--- src/rtl/imm_encoder_loader_pkg.sv ---
// Shared opcodes, instruction formats and FSM states for the
// immediate encoder / instruction-memory loader.
package imm_encoder_loader_pkg;

    localparam logic [6:0] OP_LUI    = 7'b0110111;
    localparam logic [6:0] OP_AUIPC  = 7'b0010111;
    localparam logic [6:0] OP_JAL    = 7'b1101111;
    localparam logic [6:0] OP_JALR   = 7'b1100111;
    localparam logic [6:0] OP_BRANCH = 7'b1100011;
    localparam logic [6:0] OP_LOAD   = 7'b0000011;
    localparam logic [6:0] OP_STORE  = 7'b0100011;
    localparam logic [6:0] OP_IMM    = 7'b0010011;
    localparam logic [6:0] OP_REG    = 7'b0110011;

    // addi x0, x0, 0
    localparam logic [31:0] NOP_INSTR = 32'h0000_0013;

    typedef enum logic [1:0] {
        ST_IDLE,
        ST_LOAD,
        ST_DONE,
        ST_ERR
    } state_e;

    typedef enum logic [2:0] {
        FMT_R,
        FMT_I,
        FMT_S,
        FMT_B,
        FMT_U,
        FMT_J,
        FMT_BAD
    } fmt_e;

    function automatic fmt_e op_format(input logic [6:0] op);
        fmt_e f;
        case (op)
            OP_REG:                   f = FMT_R;
            OP_IMM, OP_LOAD, OP_JALR: f = FMT_I;
            OP_STORE:                 f = FMT_S;
            OP_BRANCH:                f = FMT_B;
            OP_LUI, OP_AUIPC:         f = FMT_U;
            OP_JAL:                   f = FMT_J;
            default:                  f = FMT_BAD;
        endcase
        return f;
    endfunction

endpackage

--- src/rtl/imm_encoder_loader_encoder.sv ---
// Combinational RV32I instruction encoder: fields + signed immediate
// -> {word_o, range_err_o, op_err_o}. Unknown opcodes yield a NOP.
module imm_encoder_loader_encoder
    import imm_encoder_loader_pkg::*;
(
    input  logic [6:0]  opcode_i,
    input  logic [4:0]  rd_i,
    input  logic [4:0]  rs1_i,
    input  logic [4:0]  rs2_i,
    input  logic [2:0]  funct3_i,
    input  logic [6:0]  funct7_i,
    input  logic [31:0] imm_i,
    output logic [31:0] word_o,
    output logic        range_err_o,
    output logic        op_err_o
);

    logic signed [31:0] simm;

    assign simm = imm_i;

    always_comb begin
        word_o      = NOP_INSTR;
        range_err_o = 1'b0;
        op_err_o    = 1'b0;
        case (op_format(opcode_i))
            FMT_R: begin
                word_o = {funct7_i, rs2_i, rs1_i, funct3_i, rd_i, opcode_i};
            end
            FMT_I: begin
                word_o = {imm_i[11:0], rs1_i, funct3_i, rd_i, opcode_i};
                range_err_o = (simm < -32'sd2048) || (simm > 32'sd2047);
            end
            FMT_S: begin
                word_o = {imm_i[11:5], rs2_i, rs1_i, funct3_i,
                          imm_i[4:0], opcode_i};
                range_err_o = (simm < -32'sd2048) || (simm > 32'sd2047);
            end
            FMT_B: begin
                word_o = {imm_i[12], imm_i[10:5], rs2_i, rs1_i, funct3_i,
                          imm_i[4:1], imm_i[11], opcode_i};
                range_err_o = (simm < -32'sd4096) || (simm > 32'sd4094)
                              || imm_i[0];
            end
            FMT_U: begin
                word_o = {imm_i[31:12], rd_i, opcode_i};
                range_err_o = (imm_i[11:0] != 12'd0);
            end
            FMT_J: begin
                word_o = {imm_i[20], imm_i[10:1], imm_i[11], imm_i[19:12],
                          rd_i, opcode_i};
                range_err_o = (simm < -32'sd1048576)
                              || (simm > 32'sd1048574) || imm_i[0];
            end
            default: begin
                op_err_o = 1'b1;
            end
        endcase
    end

endmodule

--- src/rtl/imm_encoder_loader.sv ---
// Streams encoded RV32I words into instruction memory before the core runs.
// Ports: clock/reset(sync, low); start; in_* request handshake + fields;
// mem_* write port with mem_ready backpressure; busy/done/count; sticky errs.
module imm_encoder_loader
    import imm_encoder_loader_pkg::*;
#(
    parameter int ADDR_W    = 10,
    parameter int BASE_ADDR = 0
) (
    input  logic              clock,
    input  logic              reset,
    input  logic              start,
    input  logic              in_valid,
    output logic              in_ready,
    input  logic              in_last,
    input  logic [6:0]        in_opcode,
    input  logic [4:0]        in_rd,
    input  logic [4:0]        in_rs1,
    input  logic [4:0]        in_rs2,
    input  logic [2:0]        in_funct3,
    input  logic [6:0]        in_funct7,
    input  logic [31:0]       in_imm,
    output logic              mem_we,
    output logic [ADDR_W-1:0] mem_addr,
    output logic [31:0]       mem_wdata,
    input  logic              mem_ready,
    output logic              busy,
    output logic              done,
    output logic [ADDR_W:0]   count,
    output logic              err_range,
    output logic              err_opcode,
    output logic              err_ovf
);

    state_e            state_q, state_d;
    logic              we_q;
    logic              last_q;
    logic [ADDR_W-1:0] addr_q;
    logic [31:0]       wdata_q;
    logic [ADDR_W:0]   count_q;
    logic              err_range_q;
    logic              err_opcode_q;
    logic              err_ovf_q;

    logic [31:0]       enc_word;
    logic              enc_rerr;
    logic              enc_oerr;

    logic              in_load;
    logic              start_go;
    logic              accept;
    logic              retire;
    logic              top_addr;
    logic              ovf_pending;

    imm_encoder_loader_encoder u_enc (
        .opcode_i    (in_opcode),
        .rd_i        (in_rd),
        .rs1_i       (in_rs1),
        .rs2_i       (in_rs2),
        .funct3_i    (in_funct3),
        .funct7_i    (in_funct7),
        .imm_i       (in_imm),
        .word_o      (enc_word),
        .range_err_o (enc_rerr),
        .op_err_o    (enc_oerr)
    );

    assign in_load  = (state_q == ST_LOAD);
    assign start_go = start
                      && ((state_q == ST_IDLE) || (state_q == ST_DONE));
    assign retire   = we_q && mem_ready;
    assign top_addr = (addr_q == {ADDR_W{1'b1}});

    // A non-final word parked at the top address has no successor slot,
    // so nothing more may be accepted behind it.
    assign ovf_pending = we_q && top_addr && !last_q;

    // Once the final word is held, the stream is closed until DONE.
    assign in_ready = in_load && (!we_q || mem_ready)
                      && !ovf_pending && !(we_q && last_q);
    assign accept   = in_valid && in_ready;

    assign mem_we     = we_q;
    assign mem_addr   = addr_q;
    assign mem_wdata  = wdata_q;
    assign count      = count_q;
    assign err_range  = err_range_q;
    assign err_opcode = err_opcode_q;
    assign err_ovf    = err_ovf_q;

    always_ff @(posedge clock) begin
        if (!reset) begin
            state_q <= ST_IDLE;
        end else begin
            state_q <= state_d;
        end
    end

    always_comb begin
        state_d = state_q;
        case (state_q)
            ST_IDLE: if (start) state_d = ST_LOAD;
            ST_LOAD: begin
                if (retire && ovf_pending) begin
                    state_d = ST_ERR;
                end else if (retire && last_q) begin
                    state_d = ST_DONE;
                end
            end
            ST_DONE: if (start) state_d = ST_LOAD;
            default: state_d = ST_ERR;
        endcase
    end

    always_comb begin
        busy = 1'b0;
        done = 1'b0;
        case (state_q)
            ST_LOAD: busy = 1'b1;
            ST_DONE: done = 1'b1;
            default: ;
        endcase
    end

    always_ff @(posedge clock) begin
        if (!reset) begin
            we_q         <= 1'b0;
            last_q       <= 1'b0;
            addr_q       <= '0;
            wdata_q      <= '0;
            count_q      <= '0;
            err_range_q  <= 1'b0;
            err_opcode_q <= 1'b0;
            err_ovf_q    <= 1'b0;
        end else if (start_go) begin
            we_q         <= 1'b0;
            last_q       <= 1'b0;
            addr_q       <= ADDR_W'(BASE_ADDR);
            count_q      <= '0;
            err_range_q  <= 1'b0;
            err_opcode_q <= 1'b0;
            err_ovf_q    <= 1'b0;
        end else if (in_load) begin
            if (retire) begin
                we_q    <= 1'b0;
                count_q <= count_q + (ADDR_W + 1)'(1);
                // Address saturates at the top; no wrap into low memory.
                if (!top_addr) begin
                    addr_q <= addr_q + ADDR_W'(1);
                end
                if (ovf_pending) begin
                    err_ovf_q <= 1'b1;
                end
            end
            // A word accepted alongside a retire lands on the bumped address.
            if (accept) begin
                we_q         <= 1'b1;
                last_q       <= in_last;
                wdata_q      <= enc_word;
                err_range_q  <= err_range_q || enc_rerr;
                err_opcode_q <= err_opcode_q || enc_oerr;
            end
        end
    end

endmodule

--- config.mk ---
export PLATFORM = sky130hd
export DESIGN_NAME = imm_encoder_loader
export DESIGN_NICKNAME = d
export VERILOG_FILES = /design/src/rtl/imm_encoder_loader_pkg.sv /design/src/rtl/imm_encoder_loader_encoder.sv /design/src/rtl/imm_encoder_loader.sv
export SDC_FILE = /design/constraint.sdc
export NUM_CORES = 1
export LEC_CHECK = 0
export ABC_CLOCK_PERIOD_IN_PS = 6800
export BUFFER_PORTS_ARGS = -buffer_cell sky130_fd_sc_hd__buf_2
export CAP_MARGIN = 20
export CORE_AREA = 2 2 97 99
export CTS_BUF_LIST = sky130_fd_sc_hd__clkbuf_16
export CTS_CLUSTER_SIZE = 25
export DETAILED_ROUTE_END_ITERATION = 6
export DIE_AREA = 0 0 99 101
export PLACE_DENSITY = 0.67
export REMOVE_ABC_BUFFERS = 1
export SYNTH_ARGS = -nofsm -noshare
export SYNTH_HDL_FRONTEND = slang
export SYNTH_SLANG_ARGS = --single-unit
export TNS_END_PERCENT = 10
--- constraint.sdc ---
create_clock -name clock -period 6.8 [get_ports clock]
set_clock_uncertainty 0.2 [all_clocks]
set_input_delay 2.04 -clock clock [delete_from_list [all_inputs] [get_ports clock]]
set_output_delay 2.04 -clock clock [all_outputs]
set_load 0.01 [all_outputs]
# [Word-level counts from Yosys, hierarchy flattened]
# Index checks and enable logic that the tools add are counted.
[classes] n_addsub=2 multipliers=0 div=0 order_cmp=6 eq_ne=19 shift=0 muxes=12 n_bitwise=3 n_reduce_logical=41
[ops] operator="case mux 32 bit (6 select lines)" n=1
[ops] operator="greater-than comparator 32 x 12 -> 1 bit, second input constant" n=1
[ops] operator="greater-than comparator 32 x 13 -> 1 bit, second input constant" n=1
[ops] operator="greater-than comparator 32 x 21 -> 1 bit, second input constant" n=1
[ops] operator="< comparator 32 x 12 -> 1 bit, second input constant" n=1
[ops] operator="< comparator 32 x 13 -> 1 bit, second input constant" n=1
[ops] operator="< comparator 32 x 21 -> 1 bit, second input constant" n=1
[ops] operator="== test 7 x 6 -> 1 bit, second input constant" n=3
[ops] operator="== test 7 bit, second input constant" n=3
[ops] operator="case mux 3 bit (6 select lines)" n=1
[ops] operator="== test 7 x 5 -> 1 bit, second input constant" n=2
[ops] operator="nonzero test 12 bit" n=1
[ops] operator="adder 11 x 1 -> 11 bit, second input constant" n=1
[ops] operator="logical AND 1 bit" n=11
[ops] operator="adder 10 x 1 -> 10 bit, second input constant" n=1
[ops] operator="== test 10 bit, second input constant" n=1
[ops] operator="logical OR 1 bit" n=9
[ops] operator="AND reduction 3 bit" n=3
[ops] operator="AND reduction 2 bit" n=4
[ops] operator="OR reduction 2 bit" n=4
[ops] operator="== test 7 x 2 -> 1 bit, second input constant" n=1
[ops] operator="== test 3 x 2 -> 1 bit, second input constant" n=2
[ops] operator="== test 3 bit, second input constant" n=2
[ops] operator="two-way mux 2 bit" n=3
[ops] operator="15 further kinds" n=24
[totals] ff_bits=60 latchBits=0 mem_bits_rw=0 mem_bits_ro=0 in_bits=70 out_inout_bits=60 wordCells=92 memories=0

# [Longest topological paths before layout]
[logic_depth] ltp_word=9 depth_mapped=10 ltp_nobuf=8

# [By module]
# A second synthesis with hierarchy kept.
[unflattened] hier_cells=489 area_unflattened_um2=3761.1
[by_module_without_submodules] mod="imm_encoder_loader" instances=1 cells_per_inst=288 area_per_inst_um2=2586.2 seq_area_each_um2=1201.2
[by_module_without_submodules] mod="imm_encoder_loader_encoder" instances=1 cells_per_inst=201 area_per_inst_um2=1174.9 seq_area_each_um2=0.0

# [Least setup slack after synthesis]
# Ideal clock, no wire load.
[synth_timing] path_kind="input to output" from="in mem_ready" to="out in_ready" t_arrival_ps=2392 required_time_ps=4560 setup_slack_ps=2168 stages=3 path_buffers=0 cell_sequence="nand2b_1 a21oi_1 and2_1"
[synth_between] elab_chain_len=4
[synth_rtl] element="start, declared" line="imm_encoder_loader.sv:26" source="input logic mem_ready,"
[synth_rtl] element="logical OR 1 bit" line="imm_encoder_loader.sv:80" source="assign in_ready = in_load && (!we_q || mem_ready)"
[synth_rtl] element="logical AND 1 bit" line="imm_encoder_loader.sv:80"
[synth_rtl] element="logical AND 1 bit (2 in series)" line="imm_encoder_loader.sv:81" source="&& !ovf_pending && !(we_q && last_q);"
[synth_rtl] element="end, declared" line="imm_encoder_loader.sv:14" source="output logic in_ready,"
# No other way between the ends.

# [Final worst setup path]
# Same ends and word-level chain as after synthesis.

==> out/qor.yml <==
floorplan:
  dieArea_um2: 10000
  die_w_um: 99
  core_area_um2: 8980
  initial_utilization: 0.344
  die_y_um: 101
  pin_count: 130
  std_cell_rows: 35
synth:
  syn_area_um2: 3090
  yosysWarnings: 0
  ys_ff_latch: 60
  ys_seq_area_frac: 0.389
  syn_avg_cell_area_um2: 8.46
  synth_cell_types: 53
  synthCells: 365
detailed_routing:
  vias: 3173
  drt_iter0_drc: 132
  drt-total-wl_um: 8940
  post_drt_wl_per_cell_um: 14.7
  avgViaCountPerCell: 5.22
  antenna_left: 0
  remaining_drc_errors: 0
  drt_pass1_iterations: 4
pwr:
  p_clk_frac: 0.545
  p_comb_frac: 0.085
  vdd_ir_drop_max_uv: 118
  leakage_nw: 1.86
  switchingPower_mw: 0.218
  power_frac_seq: 0.370
  swShare: 0.225
  pwr_density_cell_nw_per_um2: 231
  p_total_mw: 0.968
  internal-power_mw: 0.750
clocking:
  htreeDepth: 3
  post_cts_buffers: 0
  ctsLongestPathBuffers: 2
  clock_latency_ps: 320
  cts_num_sinks: 60
  hold_buffers: 0
  cts_tree: "built"
  numCtsBuffers: 9
  ctsResizeCount: 0
  clkTransAtPathRegs_ps: 50
  ctsRootBufferMaster: "clkbuf_16"
critical_path:
  startpoint_type: "primary input"
  reg2regPathDepth: 7
  end_kind: "output port"
  r2r-end: "mem_wdata[23]"
  cp.required_ps: 4560
  crit_fanout: 5
  worst-r2r-setup-slack_ps: 4140
  cp.arrival_ps: 2620
  path_class: "primary input to output port"
  r2r_start: "mem_addr[0]"
timing:
  final_max_slew_viol_count: 0
  hold_violations: 0
  setup_viol: 0
  fin_crit_ps: 4860
  whs_ps: 247
  rsz0062_at_grt: "no"
  fmax_mhz: 206
  setup_tns_ps: 0
  worstMarginPinSlew_ps: 677
  slew_headroom: 0.548
  fin_crit_sh: 0.714
cells_and_area:
  final_common_cell: "buf_2"
  fillCellCount: 883
  syn_to_final_growth_pct: 35.9
  layout_common_cells: "129 x buf_2, 60 x dfxtp_1, 51 x nand2_1, 34 x o21ai_0, 31 x nor2_1"
  final_cells: 608
  diodes: 0
  final_cell_area_um2: 4200
  drive_above_1_share: 0.330
  nets: 566
run_status:
  status: "complete, no violations"
global_routing:
  overflow: 0
  antenna_found_initial: 0
  grt_pass1_vias: 2950
  grt_first_pass_wirelength_um: 14300
  grt_max_degree: 28
  grt_usage: 0.178
placed_design:
  place_congestion: 0.939
  placement.io_buffers: 129
  placed_area_um2: 3830
  dp_hpwl_um: 6920
  dp_cells: 590
min_path:
  min-delay-start: "mem_wdata[26]"
  min_to: "mem_wdata[26]"
  hold_class: "flip-flop to flip-flop"
  whs_path_depth: 2
flow_run:
  drv_cap: 0
==> routing by layer <==
metal	global-route usage	up-vias	share of wire
met4	0.0622	0	0.016
li1	-	1587	-
met5	0	-	0
met2	0.286	103	0.46
met1	0.233	1473	0.45
met3	0.0444	10	0.068
==> synth_stat cells (all sizes together) <==
master / n / share of area
dfxtp: 60 / 0.39
nand2: 51 / 0.062
o21ai: 36 / 0.060
nor2: 31 / 0.038
a21oi: 22 / 0.039
mux2i: 20 / 0.065
xor2: 14 / 0.040
and3: 10 / 0.020
nand4: 10 / 0.022
nor4: 10 / 0.022
buf: 9 / 0.017
a22o: 8 / 0.023
nand3: 8 / 0.013
clkbuf: 7 / 0.0089
inv: 6 / 0.0073
a221o: 5 / 0.016
and2: 5 / 0.010
nor3: 5 / 0.013
a22oi: 4 / 0.0097
and4: 4 / 0.011
ha: 4 / 0.016
nand2b: 4 / 0.0081
or3: 4 / 0.0081
nand4b: 3 / 0.0085
o31ai: 3 / 0.012
a211oi: 2 / 0.0049
a31o: 2 / 0.0057
a31oi: 2 / 0.0061
nor2b: 2 / 0.0040
o2111ai: 2 / 0.0057
xnor2: 2 / 0.0057
a21boi: 1 / 0.0024
a221oi: 1 / 0.0028
and4b: 1 / 0.0032
nor3b: 1 / 0.0040
o211ai: 1 / 0.0024
o221ai: 1 / 0.0028
o311ai: 1 / 0.0028
o31a: 1 / 0.0028
or2: 1 / 0.0020
or3b: 1 / 0.0036
==> state kept, by name, summed over array words and instances, names as in the netlist <==
name	count
mem_addr	10
err_ovf	1
state_q	2
err_opcode	1
err_range	1
count	11
mem_wdata	32
last_q	1
mem_we	1
==> cell type report <==
class                           count  area (um^2)  area share
Clock inverter                      7          123      0.0292
Multi-Input combinational cell    283         1790       0.427
Sequential cell                    60         1200       0.286
Tap cell                          111          139      0.0331
Clock buffer                        9          225      0.0537
Timing Repair Buffer              132          696       0.166
Inverter                            6         22.5     0.00537
==> logic make-up (layout without fill, tap and decap cells) <==
family,after synthesis,in the layout,share of synthesized area
DFF,60,60,0.389
muxes,20,20,0.0648
AOI/OAI and AO/OA,92,92,0.198
xor gates and xnor gates,16,16,0.0454
adders and majority gates,4,4,0.0162
buffers and inverters,22,154,0.0332
and+or+nand+nor,151,151,0.254
==> critical path, stage by stage <==
cell and delay (ps):
buf_2 110, nand2b_1 60, a21oi_1 150, and2_1 130, buf_2 120
==> metrics by stage <==
stage / util / setup slack (ps)
after floorplan: - / 2170
after global placement: 0.423 / 1910
after detailed placement: 0.426 / 1790
after CTS: 0.465 / 1930
after global routing: 0.468 / 1900
final: 0.468 / 1940
==> power groups by stage <==
stage | combinational (mW) | sequential, mW | clock [mW]
global route | 0.0911 | 0.358 | 0.554
CTS | 0.0812 | 0.358 | 0.537
detailed placement | 0.0808 | 0.365 | 0
floorplan | 0.0332 | 0.366 | 0
global placement | 0.0775 | 0.365 | 0
finish | 0.0826 | 0.358 | 0.527
==> worst max-delay path by stage <==
| stage | start | to | slack (ps) | depth (start not counted) |
|---|---|---|---|---|
| 6_report | mem_ready | in_ready | 1940 | 5 |
| 5_1_grt | mem_ready | in_ready | 1900 | 5 |
| 4_1_cts | mem_ready | in_ready | 1930 | 5 |
| 3_5_place_dp | in_opcode[6] | mem_wdata[24] | 1790 | 9 |
| 3_3_place_gp | in_opcode[6] | mem_wdata[31] | 1910 | 8 |
| 2_1_floorplan | mem_ready | in_ready | 2170 | 3 |
Note: power is estimated with default switching activity, not from simulation.
